### src/rtl/tx_seq_pkg.sv
// tx_seq_pkg: sequencer state encoding, default framing bytes and the CRC-8 (poly 0x07) step.
// The FCS state only exists when TX_SEQ_FCS_EN is defined.
package tx_seq_pkg;

  typedef enum logic [2:0] {
    S_IDLE = 3'd0,
    S_PRE  = 3'd1,
    S_SFD  = 3'd2,
    S_DATA = 3'd3,
`ifdef TX_SEQ_FCS_EN
    S_FCS  = 3'd4,
`endif
    S_EOF  = 3'd5,
    S_GAP  = 3'd6
  } seq_state_t;

  localparam logic [7:0] PREAMBLE_BYTE_DEF = 8'h55;
  localparam logic [7:0] SFD_BYTE_DEF      = 8'hD0;

  // One payload byte folded into the CRC, MSB first.
  function automatic logic [7:0] crc8_step(input logic [7:0] crc, input logic [7:0] data);
    logic [7:0] c;
    c = crc ^ data;
    for (int i = 0; i < 8; i++) begin
      c = c[7] ? ((c << 1) ^ 8'h07) : (c << 1);
    end
    return c;
  endfunction

endpackage

### src/rtl/tx_seq_fifo.sv
// tx_seq_fifo: DEPTH x 8 synchronous payload FIFO with first-word-fall-through read and sync flush.
// Pushes are dropped while full; a push and pop in the same cycle leave the count unchanged.
module tx_seq_fifo #(
  parameter  int DEPTH = 16,
  localparam int CNT_W = $clog2(DEPTH + 1)
) (
  input  logic             i_clk,
  input  logic             i_flush,
  input  logic             i_push,
  input  logic [7:0]       i_wdata,
  input  logic             i_pop,
  output logic [7:0]       o_rdata,
  output logic             o_full,
  output logic             o_empty,
  output logic [CNT_W-1:0] o_count
);
  localparam int AW = $clog2(DEPTH);

  logic [7:0]       r_mem [DEPTH];
  logic [AW-1:0]    r_wr_ptr;
  logic [AW-1:0]    r_rd_ptr;
  logic [CNT_W-1:0] r_count;
  logic             w_push;
  logic             w_pop;

  assign o_full  = (r_count == CNT_W'(DEPTH));
  assign o_empty = (r_count == '0);
  assign o_count = r_count;
  assign o_rdata = r_mem[r_rd_ptr];
  assign w_push  = i_push && !o_full;
  assign w_pop   = i_pop && !o_empty;

  always_ff @(posedge i_clk) begin
    if (i_flush) begin
      r_wr_ptr <= '0;
      r_rd_ptr <= '0;
      r_count  <= '0;
    end else begin
      if (w_push) begin
        r_mem[r_wr_ptr] <= i_wdata;
        r_wr_ptr        <= r_wr_ptr + 1'b1;
      end
      if (w_pop) begin
        r_rd_ptr <= r_rd_ptr + 1'b1;
      end
      case ({w_push, w_pop})
        2'b10:   r_count <= r_count + 1'b1;
        2'b01:   r_count <= r_count - 1'b1;
        default: r_count <= r_count;
      endcase
    end
  end

endmodule

### src/rtl/tx_frame_sequencer.sv
// tx_frame_sequencer: buffers payload and streams preamble/SFD/payload[/CRC-8 FCS if TX_SEQ_FCS_EN] to the
// transmitter. States: IDLE wait | PRE preamble | SFD delimiter | DATA payload | FCS crc | EOF tx_eof hold | GAP idle gap.
module tx_frame_sequencer
  import tx_seq_pkg::*;
#(
  parameter int         DEPTH         = 16,
  parameter int         PREAMBLE_LEN  = 2,
  parameter logic [7:0] PREAMBLE_BYTE = PREAMBLE_BYTE_DEF,
  parameter logic [7:0] SFD_BYTE      = SFD_BYTE_DEF,
  parameter int         EOF_CYCLES    = 16,
  parameter int         IFG_CYCLES    = 64
) (
  input  logic       i_clk,
  input  logic       i_rst,
  input  logic [7:0] i_wr_data,
  input  logic       i_wr_en,
  output logic       o_full,
  output logic       o_wr_ovf,
  input  logic       i_frame_go,
  output logic       o_go_err,
  output logic       o_busy,
  output logic       o_done,
  output logic [7:0] o_tx_data,
  output logic       o_tx_send,
  input  logic       i_tx_rdy,
  output logic       o_tx_eof
);
  localparam int CNT_W  = $clog2(DEPTH + 1);
  localparam int BMAX   = (DEPTH > PREAMBLE_LEN) ? DEPTH : PREAMBLE_LEN;
  localparam int BCNT_W = $clog2(BMAX + 1);
  localparam int CMAX   = (EOF_CYCLES > IFG_CYCLES) ? EOF_CYCLES : IFG_CYCLES;
  localparam int CYC_W  = $clog2(CMAX + 1);

  seq_state_t        r_state,   w_state;
  logic [BCNT_W-1:0] r_cnt,     w_cnt;
  logic [CYC_W-1:0]  r_cyc,     w_cyc;
  logic [CNT_W-1:0]  r_len,     w_len;
  logic [7:0]        r_tx_data, w_tx_data;
  logic              r_tx_send, w_tx_send;
  logic              r_tx_eof,  w_tx_eof;
  logic              r_go_err,  w_go_err;
  logic              r_wr_ovf,  w_wr_ovf;
  logic              r_rdy_q;
`ifdef TX_SEQ_FCS_EN
  logic [7:0]        r_crc,     w_crc;
`endif

  logic              w_pop;
  logic [7:0]        w_fifo_rdata;
  logic              w_full;
  logic              w_empty;
  logic [CNT_W-1:0]  w_count;
  logic              w_byte_done;
  logic              w_go_ok;

  tx_seq_fifo #(.DEPTH(DEPTH)) u_fifo (
    .i_clk   (i_clk),
    .i_flush (i_rst),
    .i_push  (i_wr_en),
    .i_wdata (i_wr_data),
    .i_pop   (w_pop),
    .o_rdata (w_fifo_rdata),
    .o_full  (w_full),
    .o_empty (w_empty),
    .o_count (w_count)
  );

  // A byte completes on the transmitter's ready rising edge while we are requesting.
  assign w_byte_done = r_tx_send && !r_rdy_q && i_tx_rdy;
  assign w_go_ok     = i_frame_go && (r_state == S_IDLE) && !w_empty;

  always_comb begin
    w_state   = r_state;
    w_cnt     = r_cnt;
    w_cyc     = r_cyc;
    w_len     = r_len;
    w_tx_data = r_tx_data;
    w_tx_send = r_tx_send;
    w_tx_eof  = r_tx_eof;
    w_pop     = 1'b0;
    w_go_err  = i_frame_go && !w_go_ok;
    w_wr_ovf  = i_wr_en && w_full;
`ifdef TX_SEQ_FCS_EN
    w_crc     = r_crc;
`endif
    case (r_state)
      S_IDLE: begin
`ifdef TX_SEQ_FCS_EN
        w_crc = 8'h00;
`endif
        if (w_go_ok) begin
          w_state   = S_PRE;
          w_cnt     = BCNT_W'(PREAMBLE_LEN);
          w_len     = w_count;
          w_tx_data = PREAMBLE_BYTE;
          w_tx_send = 1'b1;
        end
      end
      S_PRE: if (w_byte_done) begin
        if (r_cnt == BCNT_W'(1)) begin
          w_state   = S_SFD;
          w_tx_data = SFD_BYTE;
        end else begin
          w_cnt = r_cnt - 1'b1;
        end
      end
      S_SFD: if (w_byte_done) begin
        w_state   = S_DATA;
        w_cnt     = BCNT_W'(r_len);
        w_tx_data = w_fifo_rdata;
        w_pop     = 1'b1;
`ifdef TX_SEQ_FCS_EN
        w_crc     = crc8_step(r_crc, w_fifo_rdata);
`endif
      end
      S_DATA: if (w_byte_done) begin
        if (r_cnt == BCNT_W'(1)) begin
`ifdef TX_SEQ_FCS_EN
          w_state   = S_FCS;
          w_tx_data = r_crc;
`else
          w_state   = S_EOF;
          w_tx_send = 1'b0;
          w_tx_eof  = 1'b1;
          w_tx_data = 8'h00;
          w_cyc     = CYC_W'(EOF_CYCLES);
`endif
        end else begin
          w_cnt     = r_cnt - 1'b1;
          w_tx_data = w_fifo_rdata;
          w_pop     = 1'b1;
`ifdef TX_SEQ_FCS_EN
          w_crc     = crc8_step(r_crc, w_fifo_rdata);
`endif
        end
      end
`ifdef TX_SEQ_FCS_EN
      S_FCS: if (w_byte_done) begin
        w_state   = S_EOF;
        w_tx_send = 1'b0;
        w_tx_eof  = 1'b1;
        w_tx_data = 8'h00;
        w_cyc     = CYC_W'(EOF_CYCLES);
      end
`endif
      S_EOF: begin
        if (r_cyc == CYC_W'(1)) begin
          w_state  = S_GAP;
          w_tx_eof = 1'b0;
          w_cyc    = CYC_W'(IFG_CYCLES);
        end else begin
          w_cyc = r_cyc - 1'b1;
        end
      end
      S_GAP: begin
        if (r_cyc == CYC_W'(1)) begin
          w_state = S_IDLE;
        end else begin
          w_cyc = r_cyc - 1'b1;
        end
      end
      default: w_state = S_IDLE;
    endcase
  end

  always_ff @(posedge i_clk) begin
    if (i_rst) begin
      r_state   <= S_IDLE;
      r_cnt     <= '0;
      r_cyc     <= '0;
      r_len     <= '0;
      r_tx_data <= 8'h00;
      r_tx_send <= 1'b0;
      r_tx_eof  <= 1'b0;
      r_go_err  <= 1'b0;
      r_wr_ovf  <= 1'b0;
      r_rdy_q   <= 1'b1;
`ifdef TX_SEQ_FCS_EN
      r_crc     <= 8'h00;
`endif
    end else begin
      r_state   <= w_state;
      r_cnt     <= w_cnt;
      r_cyc     <= w_cyc;
      r_len     <= w_len;
      r_tx_data <= w_tx_data;
      r_tx_send <= w_tx_send;
      r_tx_eof  <= w_tx_eof;
      r_go_err  <= w_go_err;
      r_wr_ovf  <= w_wr_ovf;
      r_rdy_q   <= i_tx_rdy;
`ifdef TX_SEQ_FCS_EN
      r_crc     <= w_crc;
`endif
    end
  end

  // done marks the last GAP cycle; busy drops on the following cycle.
  assign o_done    = (r_state == S_GAP) && (r_cyc == CYC_W'(1));
  assign o_busy    = (r_state != S_IDLE);
  assign o_full    = w_full;
  assign o_wr_ovf  = r_wr_ovf;
  assign o_go_err  = r_go_err;
  assign o_tx_data = r_tx_data;
  assign o_tx_send = r_tx_send;
  assign o_tx_eof  = r_tx_eof;

endmodule

### config.mk
export PLATFORM = sky130hd
export DESIGN_NAME = tx_frame_sequencer
export DESIGN_NICKNAME = d
export VERILOG_FILES = /design/src/rtl/tx_seq_pkg.sv /design/src/rtl/tx_seq_fifo.sv /design/src/rtl/tx_frame_sequencer.sv
export SDC_FILE = /design/constraint.sdc
export NUM_CORES = 1
export LEC_CHECK = 0
export ABC_CLOCK_PERIOD_IN_PS = 4800
export CAP_MARGIN = 20
export CORE_MARGIN = 10
export CORE_UTILIZATION = 45
export DETAILED_ROUTE_END_ITERATION = 10
export PLACE_DENSITY = 0.63
export SYNTH_ARGS = -nofsm -noshare
export SYNTH_HDL_FRONTEND = slang
export SYNTH_SLANG_ARGS = --single-unit
### constraint.sdc
create_clock -name i_clk -period 4.8 [get_ports i_clk]
set_clock_uncertainty 0.2 [all_clocks]
set_input_delay 0.72 -clock i_clk [delete_from_list [all_inputs] [get_ports i_clk]]
set_output_delay 0.72 -clock i_clk [all_outputs]
set_load 0.05 [all_outputs]
; Word level (Yosys, flattened, before mapping)
; Memory sizes are Yosys's and may differ from the RTL's. A register that Yosys moved wholly into a read port is not among the register bits.
; Cells that the tools add are included.
[totals]
input_bits = 13
reg_bits = 46
memories = 1
out_inout_bits = 15
ram_bits = 128
[mem_list]
columns = name, depth, word_bits, read_ports, rd_ports_with_merged_regs, wr, line
row1 = u_fifo.r_mem, 16, 8, 1, 1, 1, tx_seq_fifo.sv:19  ; logic [7:0] r_mem [DEPTH];
[classes]
eq_ne = 21
add_sub_neg = 6
n_mux = 44
reduce_logical = 30
[op_table]
columns = operator, count
row1 = $mux 8, 6
row2 = $pmux 8 s4, 1
row3 = $mux 7, 4
row4 = $mux 3, 8
row5 = $pmux 7 s3, 1
row6 = $mux 5, 4
row7 = $ne 2x2->1 const B, 10
row8 = $pmux 3 s6, 1
row9 = $pmux 5 s3, 1
row10 = $mux 1, 12
row11 = $reduce_and 4->1, 3
row12 = $pmux 5 s2, 1
row13 = $sub 5x1->5 const B, 2
row14 = $logic_and 1x1->1, 9
row15 = $reduce_bool 3->1, 3
row16 = $add 4x1->4 const B, 2
row17 = $mux 4, 2
row18 = $reduce_and 8->1, 1
row19 = $eq 7x1->1 const B, 1
row20 = $sub 7x1->7 const B, 1
row21 = $eq 3x2->1 const B, 2
row22 = $eq 3x3->1 const B, 2
row23 = $pmux 1 s2, 3
row24 = $reduce_and 6->1, 1
row25 = 15 further kinds, 20

; Longest topological paths before layout
; Gate-level depths: netlist (run 1).
[depth]
word_depth = 8
ltp_mapped = 14
depth_no_buf = 12

; Hierarchy
; A second synthesis (run 1) with hierarchy kept.
[hier_totals]
cells_unflattened = 531
area_unflattened_um2 = 7666.1
[by_module_without_submodules]
columns = module, area_per_inst_um2, seq_area_each_um2, cells_per_inst, instances
row1 = tx_seq_fifo, 5789.3, 4184.0, 316, 1
row2 = tx_frame_sequencer, 1876.8, 660.6, 215, 1

; Worst setup path after synthesis (run 1)
; OpenSTA, ideal clock, no wires.
[synth_path]
path_kind = reg2reg
from = register r_cnt[1]
to = register u_fifo.r_count[4] (netlist: u_fifo.o_count[4])
slack_ps = 1328
t_arrival_ps = 3208
t_required_ps = 4536
path_stages_with_launch = 15
cell_sequence = dfxtp_1 -> inv_1 -> ha_1 -> or4b_4 -> buf_6 -> o211ai_1 -> nor2_1 -> ha_1 -> clkbuf_1 -> xor2_1 -> ha_1 -> a21boi_0 -> o31ai_1 -> or4_1 -> nand4_1
[synth_between]
elab_chain_len = 7
elab_cells_between_ends = 9
classes_between = eq/ne: 3 / mux: 4 / reduce/logical: 2
[synth_lines]
columns = item, line
row1 = from (decl), tx_frame_sequencer.sv:35  ; logic [BCNT_W-1:0] r_cnt, w_cnt;
row2 = from (signal assigned), tx_frame_sequencer.sv:183  ; r_cnt <= w_cnt;
row3 = $eq 5x1->1 (*), tx_frame_sequencer.sv:117  ; if (r_cnt == BCNT_W'(1)) begin
row4 = $mux 1 (*), tx_frame_sequencer.sv:117
row5 = $mux 1 (*), tx_frame_sequencer.sv:116  ; S_DATA: if (w_byte_done) begin
row6 = $pmux 1 s2 (*), tx_frame_sequencer.sv:86  ; case (r_state)
row7 = $logic_and 1x1->1 (*), tx_seq_fifo.sv:31  ; assign w_pop = i_pop && !o_empty;
row8 = net u_fifo.w_pop, tx_seq_fifo.sv:24  ; logic w_pop;
row9 = $eq 2x1->1 or $eq 2x2->1 (tied branches), tx_seq_fifo.sv:46  ; case ({w_push, w_pop})
row10 = $pmux 5 s2 or $reduce_bool 2->1 (tied branches), --
row11 = to (signal assigned), tx_seq_fifo.sv:47  ; 2'b10: r_count <= r_count + 1'b1;
row12 = to (signal assigned), tx_seq_fifo.sv:48  ; 2'b01: r_count <= r_count - 1'b1;
row13 = to (signal assigned), tx_seq_fifo.sv:49  ; default: r_count <= r_count;
row14 = to (decl), tx_seq_fifo.sv:22  ; logic [CNT_W-1:0] r_count;
; The timed path passes the listed nets; every way through them passes the cells marked *.
; A chain may end at the register's enable or synchronous reset.

; Worst setup path in the final report (run 1)
[layout_path]
from = register r_cyc[2]
to = output port o_done
[layout_between]
elab_chain_len = 2
[layout_lines]
columns = item, line
row1 = from (decl), tx_frame_sequencer.sv:36  ; logic [CYC_W-1:0] r_cyc, w_cyc;
row2 = from (signal assigned), tx_frame_sequencer.sv:184  ; r_cyc <= w_cyc;
row3 = $eq 7x1->1, tx_frame_sequencer.sv:199  ; assign o_done = (r_state == S_GAP) && (r_cyc == CYC_W'(1));
row4 = $logic_and 1x1->1, tx_frame_sequencer.sv:199
row5 = to (decl), tx_frame_sequencer.sv:22  ; output logic o_done,
; Every way passes these cells.

==> impl_metrics.ini, run 1 <==
[synthesis]
ys_ff_latch = 178
synth_top_cell_by_area = edfxtp_1
synth_area_mm2 = 0.00779
synth-main-ff-cell = edfxtp_1
yosysWarnings = 0
synth_top_area_share_pct = 49.3
ys_seq_area_share_pct = 62.2
syn_avg_cell_area_um2 = 13.9
synth_area_leaders = edfxtp_1 49%, dfxtp_1 13%, mux4_2 8.7%, mux2i_1 2.6%, nor2_1 2.1%
ys_async_sr_fraction_pct = 0
syn_inst = 560
synth_edf_count = 128
ys_types = 68
syn-num-nets = 585

[route]
dr_total_vias = 4770
drt_wl_total_mm = 16.6
top_layer = met4
ant_nets = 0
wl_per_cell_um = 20.3
met1_length_mm = 7.48
drt_drc_violations_left = 0
route.met2.wl_mm = 8.18
drtIter0Drc = 579
dr_wl_met3_um = 705
via_per_inst = 5.82
dr.pass1.iters = 5

[clock_network]
cts-root-buf = clkbuf_16
ctsHoldBuffers = 0
cts_tree = done
htree_levels = 4
cts_setup_buffers = 0
cts_buffer_depth = 2
cts_resized = 0
cts_made_buffers = 17
clock_sink_count = 178
clk_pin_slew_ns = 0.07
clkLatencyLatePin_ns = 0.43

[critical_path]
critical_path.slowest_cell = clkdlybuf4s50_1
crit_path_max_incr_delay_ns = 0.85
path_buf_inv = 1
r2r_slack_ns = 0.98
path_delay_family = simple AND/OR/NAND/NOR gates
cp_max_fo = 7
critPathKind = reg -> out
crit_chain = nor4_1, nand2_1, nor3_1, clkdlybuf4s50_1
start_kind = register
worstPathArrival_ns = 2.93
cp-end-kind = primary output
cp.required_ns = 3.88

[global_routing]
grt_usage_pct = 15.0
grt_pass1_vias = 4686
gr-total-overflow = 0
antenna_found_initial = 0
grt_start_max_net_pins = 54
grt_pass1_wl_mm = 26.2

[timing]
fin_setup_tns_ns = 0
setup_ws_ns = 0.947
setup_viol = 0
hold_viol_final = 0
worstMarginPinSlew_ns = 1.07
maxSlewViolCount = 0
fin_crit_sh_pct = 80.3
rsz0062_at_grt = no
max_freq_ghz = 0.260
max_slew_margin_pct = 28.4
post-route-min-period_ns = 3.85

[finish]
diodes = 0
nFillCells = 1407
layout_commonest_cell = edfxtp_1
syn2layout_area_growth_pct = 13.7
final_cell_mix = 128 x edfxtp_1, 49 x dfxtp_1, 44 x nor2_1
fin_nets = 607
drive_above_1_share_pct = 14.3

[place]
place_ws_ns = 0.710
place_congestion = 0.869
place.port_buffers = 27
dp.final_hpwl_mm = 10.6

[outcome]
status = completed

[die]
core_mm2 = 0.0171
ios = 28
start_util_pct = 45.5
die_w_um = 152
dieArea_mm2 = 0.0230
row_count = 48
die_y_um = 152

[power]
leakage_nw = 2.91
p_per_area_mw_per_mm2 = 377
ir_drop_v = 0.000247

[job]
drv_cap = 0

[hold_path]
hp-class = reg -> reg
==> report_power, final <==
group / internal (mW) / switching (mW) / leakage [nW]
clock network: 0.777 / 0.588 / 0.289
logic: 0.0945 / 0.178 / 1.06
registers: 1.68 / 0.0274 / 1.56
total: 2.55 / 0.793 / 2.91
==> final timing paths <==
| kind | from | to | depth (start not counted) |
|---|---|---|---|
| max reg2reg | r_cnt[1]$_SDFFE_PP0P_ | u_fifo.o_count[4]$_SDFFE_PP0P_ | 12 |
| max | r_cyc[2]$_SDFFE_PP0P_ | o_done | 4 |
| min | o_tx_data[1]$_SDFFE_PP0P_ | o_tx_data[1]$_SDFFE_PP0P_ | 1 |
| min reg2reg | o_tx_data[1]$_SDFFE_PP0P_ | o_tx_data[1]$_SDFFE_PP0P_ | 1 |
==> cells in the mapped netlist (3+ instances only) <==
library cell,count
o21ai_0,5
or3_1,4
nand2b_1,5
nor3_1,9
a21o_1,4
a311oi_1,3
a22oi_1,3
nand2_1,21
clkbuf_1,19
a211o_1,3
a21oi_1,25
nor3b_1,5
a2111o_1,3
xnor2_1,5
edfxtp_1,128
o22ai_1,3
nand3_1,17
a211oi_1,4
o31ai_1,6
or4_1,8
o2111ai_1,5
and3_1,3
a2111oi_0,4
o21a_1,4
buf_2,10
o211ai_1,8
ha_1,12
dfxtp_1,50
mux2i_1,20
a31oi_1,3
nor2_1,44
mux4_2,30
nor2b_1,10
xor2_1,5
inv_1,19
nor4b_1,3
nand4_1,8
==> layout make-up <==
cell class                      instances  area, um^2  share of cell area, %
Clock buffer                           19         433                   4.88
Tap cell                              225         282                   3.18
Multi-Input combinational cell        328        2730                   30.8
Inverter                               21        78.8                  0.889
Clock inverter                         13         148                   1.67
Timing Repair Buffer                   36         343                   3.87
Sequential cell                       178        4850                   54.7
==> stage by stage <==
stage | utilization, % | hold slack, ns | power, mW | cell area [um^2] | instances
after detailed placement | 48.2 | 0.249 | 2.01 | 8260 | 786
final | 51.8 | 0.267 | 3.34 | 8860 | 820
after CTS | 51.6 | 0.267 | 3.37 | 8840 | 818
after floorplan | - | 0.236 | 1.92 | 7790 | 560
after global placement | 48.2 | 0.237 | 2.00 | 8260 | 786
after global routing | 51.8 | 0.288 | 3.45 | 8860 | 820
==> sequential cells by signal (all words and copies together), names as in the netlist, named ones only <==
name,count
u_fifo.r_wr_ptr,4
u_fifo.o_count,5
u_fifo.r_mem,128
r_cyc,7
r_len,5
o_tx_eof,1
o_wr_ovf,1
o_tx_send,1
r_rdy_q,1
o_go_err,1
o_tx_data,8
r_state,3
r_cnt,5
u_fifo.r_rd_ptr,4
==> layer usage <==
layer,global-route usage (%),vias to the layer above
met4,5.91,0
met1,20.0,2374
li1,-,2243
met5,0,-
met3,3.03,30
met2,23.7,123
==> logic make-up (layout without fill, tap and decap cells) <==
logic type | count (synthesis) | count (layout) | share of synthesized area (%)
buffers and inverters | 54 | 89 | 2.91
xor gates and xnor gates | 10 | 10 | 1.12
DFF | 178 | 178 | 62.2
muxes | 51 | 51 | 11.4
adders and majority gates | 12 | 12 | 1.93
AOI/OAI and AO/OA | 101 | 101 | 9.70
and+or+nand+nor | 154 | 154 | 10.8
==> worst reg2reg max path, stage by stage (launching register included) <==
cell and delay (ns):
dfxtp_1 0.31, inv_1 0.09, ha_1 0.17, or4b_4 0.53
o211ai_1 0.57, nor2_1 0.10, ha_1 0.39, xor2_1 0.21
ha_1 0.27, a21boi_0 0.21, o31ai_1 0.12, or4_1 0.48
nand4_1 0.10
Power figures use the tool's default switching activity.
==> inputs of run 2 (changes only) <==
ABC_CLOCK_PERIOD_IN_PS = 3800   (was 4800)
clock period = 3.8 ns   (was 4.8 ns; I/O delays follow)
==> run 2 against run 1 <==
Effect of this change:
- die area did not move
- utilization rose by 0.86 points
- highest routed layer unchanged
- sequential power rose by 27%
- sequential cell count did not move
- routed wire length rose by 3.2%
- count of clock-buffer cells in the layout did not move
- critical path depth rose by 1
- worst hold slack got worse by 0.0082 ns
- first-iteration DRC count fell by 35%
- non-clock buffer count rose by 23
- design area rose by 1.7%
==> impl_metrics.ini, run 2 (synthesis gave the netlist of run 1 again) <==
[timing]
setup_viol = 0
max_slew_margin_pct = 48.3
post-route-min-period_ns = 3.42
max_freq_ghz = 0.293
rsz0062_at_grt = no
fin_crit_sh_pct = 89.9
fin_setup_tns_ns = 0
worstMarginPinSlew_ns = 0.776
maxSlewViolCount = 0
whs_ns = 0.259
hold_viol_final = 0

[finish]
layout_commonest_cell = edfxtp_1
final_cell_mix = 128 x edfxtp_1, 49 x dfxtp_1, 44 x nor2_1
nFillCells = 1403
drive_above_1_share_pct = 17.2
diodes = 0
ff_latch_area_mm2 = 0.00485
fin_area_mm2 = 0.00901
largest_reg_flops = 128
regMostFlops = u_fifo.r_mem
fin_nets = 630
syn2layout_area_growth_pct = 15.6
multiInputGateArea_mm2 = 0.00272

[place]
place_congestion = 0.857
place.port_buffers = 27
dp.final_hpwl_mm = 11.2
place_area_mm2 = 0.00844

[route]
drt_wl_total_mm = 17.2
wl_per_cell_um = 20.4
dr_total_vias = 4877
dr.pass1.iters = 6
drt_drc_violations_left = 0
ant_nets = 0
via_per_inst = 5.79
drtIter0Drc = 378

[clock_network]
clk_pin_slew_ns = 0.07
cts_buffer_depth = 2
cts-root-buf = clkbuf_16
cts_made_buffers = 17
cts_resized = 0
htree_levels = 4
ctsHoldBuffers = 0
clock_sink_count = 178
cts_setup_buffers = 0
clkLatencyLatePin_ns = 0.42
cts_tree = done

[critical_path]
start_kind = register
path_delay_family = buffers and inverters
crit_path_max_incr_delay_ns = 0.85
cp_max_fo = 6
critical_path.slowest_cell = clkdlybuf4s50_1
cp-end-kind = primary output
path_buf_inv = 1
cp.required_ns = 3.03
critPathKind = reg -> out
crit_chain = ha_1, nor2b_1, nand2_1, nor3_1, clkdlybuf4s50_1
worstPathArrival_ns = 2.65

[die]
dieArea_mm2 = 0.0230
die_y_um = 152
ios = 28
core_mm2 = 0.0171
start_util_pct = 45.5
row_count = 48
die_w_um = 152

[global_routing]
grt_start_max_net_pins = 53
gr-total-overflow = 0
antenna_found_initial = 0
grt_pass1_wl_mm = 27.1
grt_pass1_vias = 4770
grt_usage_pct = 15.5

[hold_path]
hp-class = reg -> reg

[power]
p_per_area_mw_per_mm2 = 466
ir_drop_v = 0.000311
leakage_nw = 3.00
power.total_mw = 4.20

[job]
drv_cap = 0

[outcome]
status = completed
-- run 2: changes by cell type in the layout (fill, tap and decap cells not counted), sizes merged --
cell,previous run,this run
bufinv,2,1
clkbuf,20,19
clkinv,7,5
clkinvlp,0,3
buf,9,33
-- run 2: stage by stage --
stage	cells	util, %	setup slack, ns
5_1_grt	843	52.6	0.193
2_1_floorplan	560	-	0.328
3_5_place_dp	811	49.3	0.203
4_1_cts	843	52.6	0.356
3_3_place_gp	811	49.3	0.292
6_report	843	52.6	0.382
-- run 2: layout make-up --
cell class,instances,area share (%)
Clock buffer,19,4.80
Clock inverter,13,1.57
Inverter,21,0.875
Multi-Input combinational cell,328,30.2
Sequential cell,178,53.8
Tap cell,225,3.12
Timing Repair Buffer,59,5.61
-- run 2: power by group --
| part | switching [mW] | total [mW] | internal, mW |
|---|---|---|---|
| Combinational | 0.224 | 0.348 | 0.124 |
| Sequential | 0.0400 | 2.16 | 2.12 |
| Clock | 0.765 | 1.69 | 0.927 |
| Total | 1.03 | 4.20 | 3.17 |
-- run 2: worst reg2reg max path: cells and delay by family, from the launching register on --
kind                       cells  cell delay, ns
and+or+nand+nor                4            1.20
adders and majority gates      3            0.74
AOI/OAI and AO/OA              3            0.60
DFF                            1            0.32
xor gates and xnor gates       1            0.17
buffers and inverters          1            0.10
-- run 2: final timing paths --
kind                                   from                              to  slack [ns]  cells past startpoint
setup / recovery      r_cyc[0]$_SDFFE_PP0P_                          o_done        0.38                      5
hold reg to reg   o_tx_data[3]$_SDFFE_PP0P_       o_tx_data[3]$_SDFFE_PP0P_        0.26                      1
setup reg to reg      r_cnt[1]$_SDFFE_PP0P_  u_fifo.o_count[4]$_SDFFE_PP0P_        0.42                     12
hold / removal    o_tx_data[3]$_SDFFE_PP0P_       o_tx_data[3]$_SDFFE_PP0P_        0.26                      1
-- run 2: routing by layer --
| metal | up-vias | GRT usage (%) | wire length [um] |
|---|---|---|---|
| met5 | - | 0 | 0 |
| met4 | 0 | 5.48 | 238 |
| met3 | 17 | 2.91 | 462 |
| met2 | 75 | 24.4 | 8430 |
| met1 | 2497 | 20.9 | 8050 |
| li1 | 2288 | - | - |
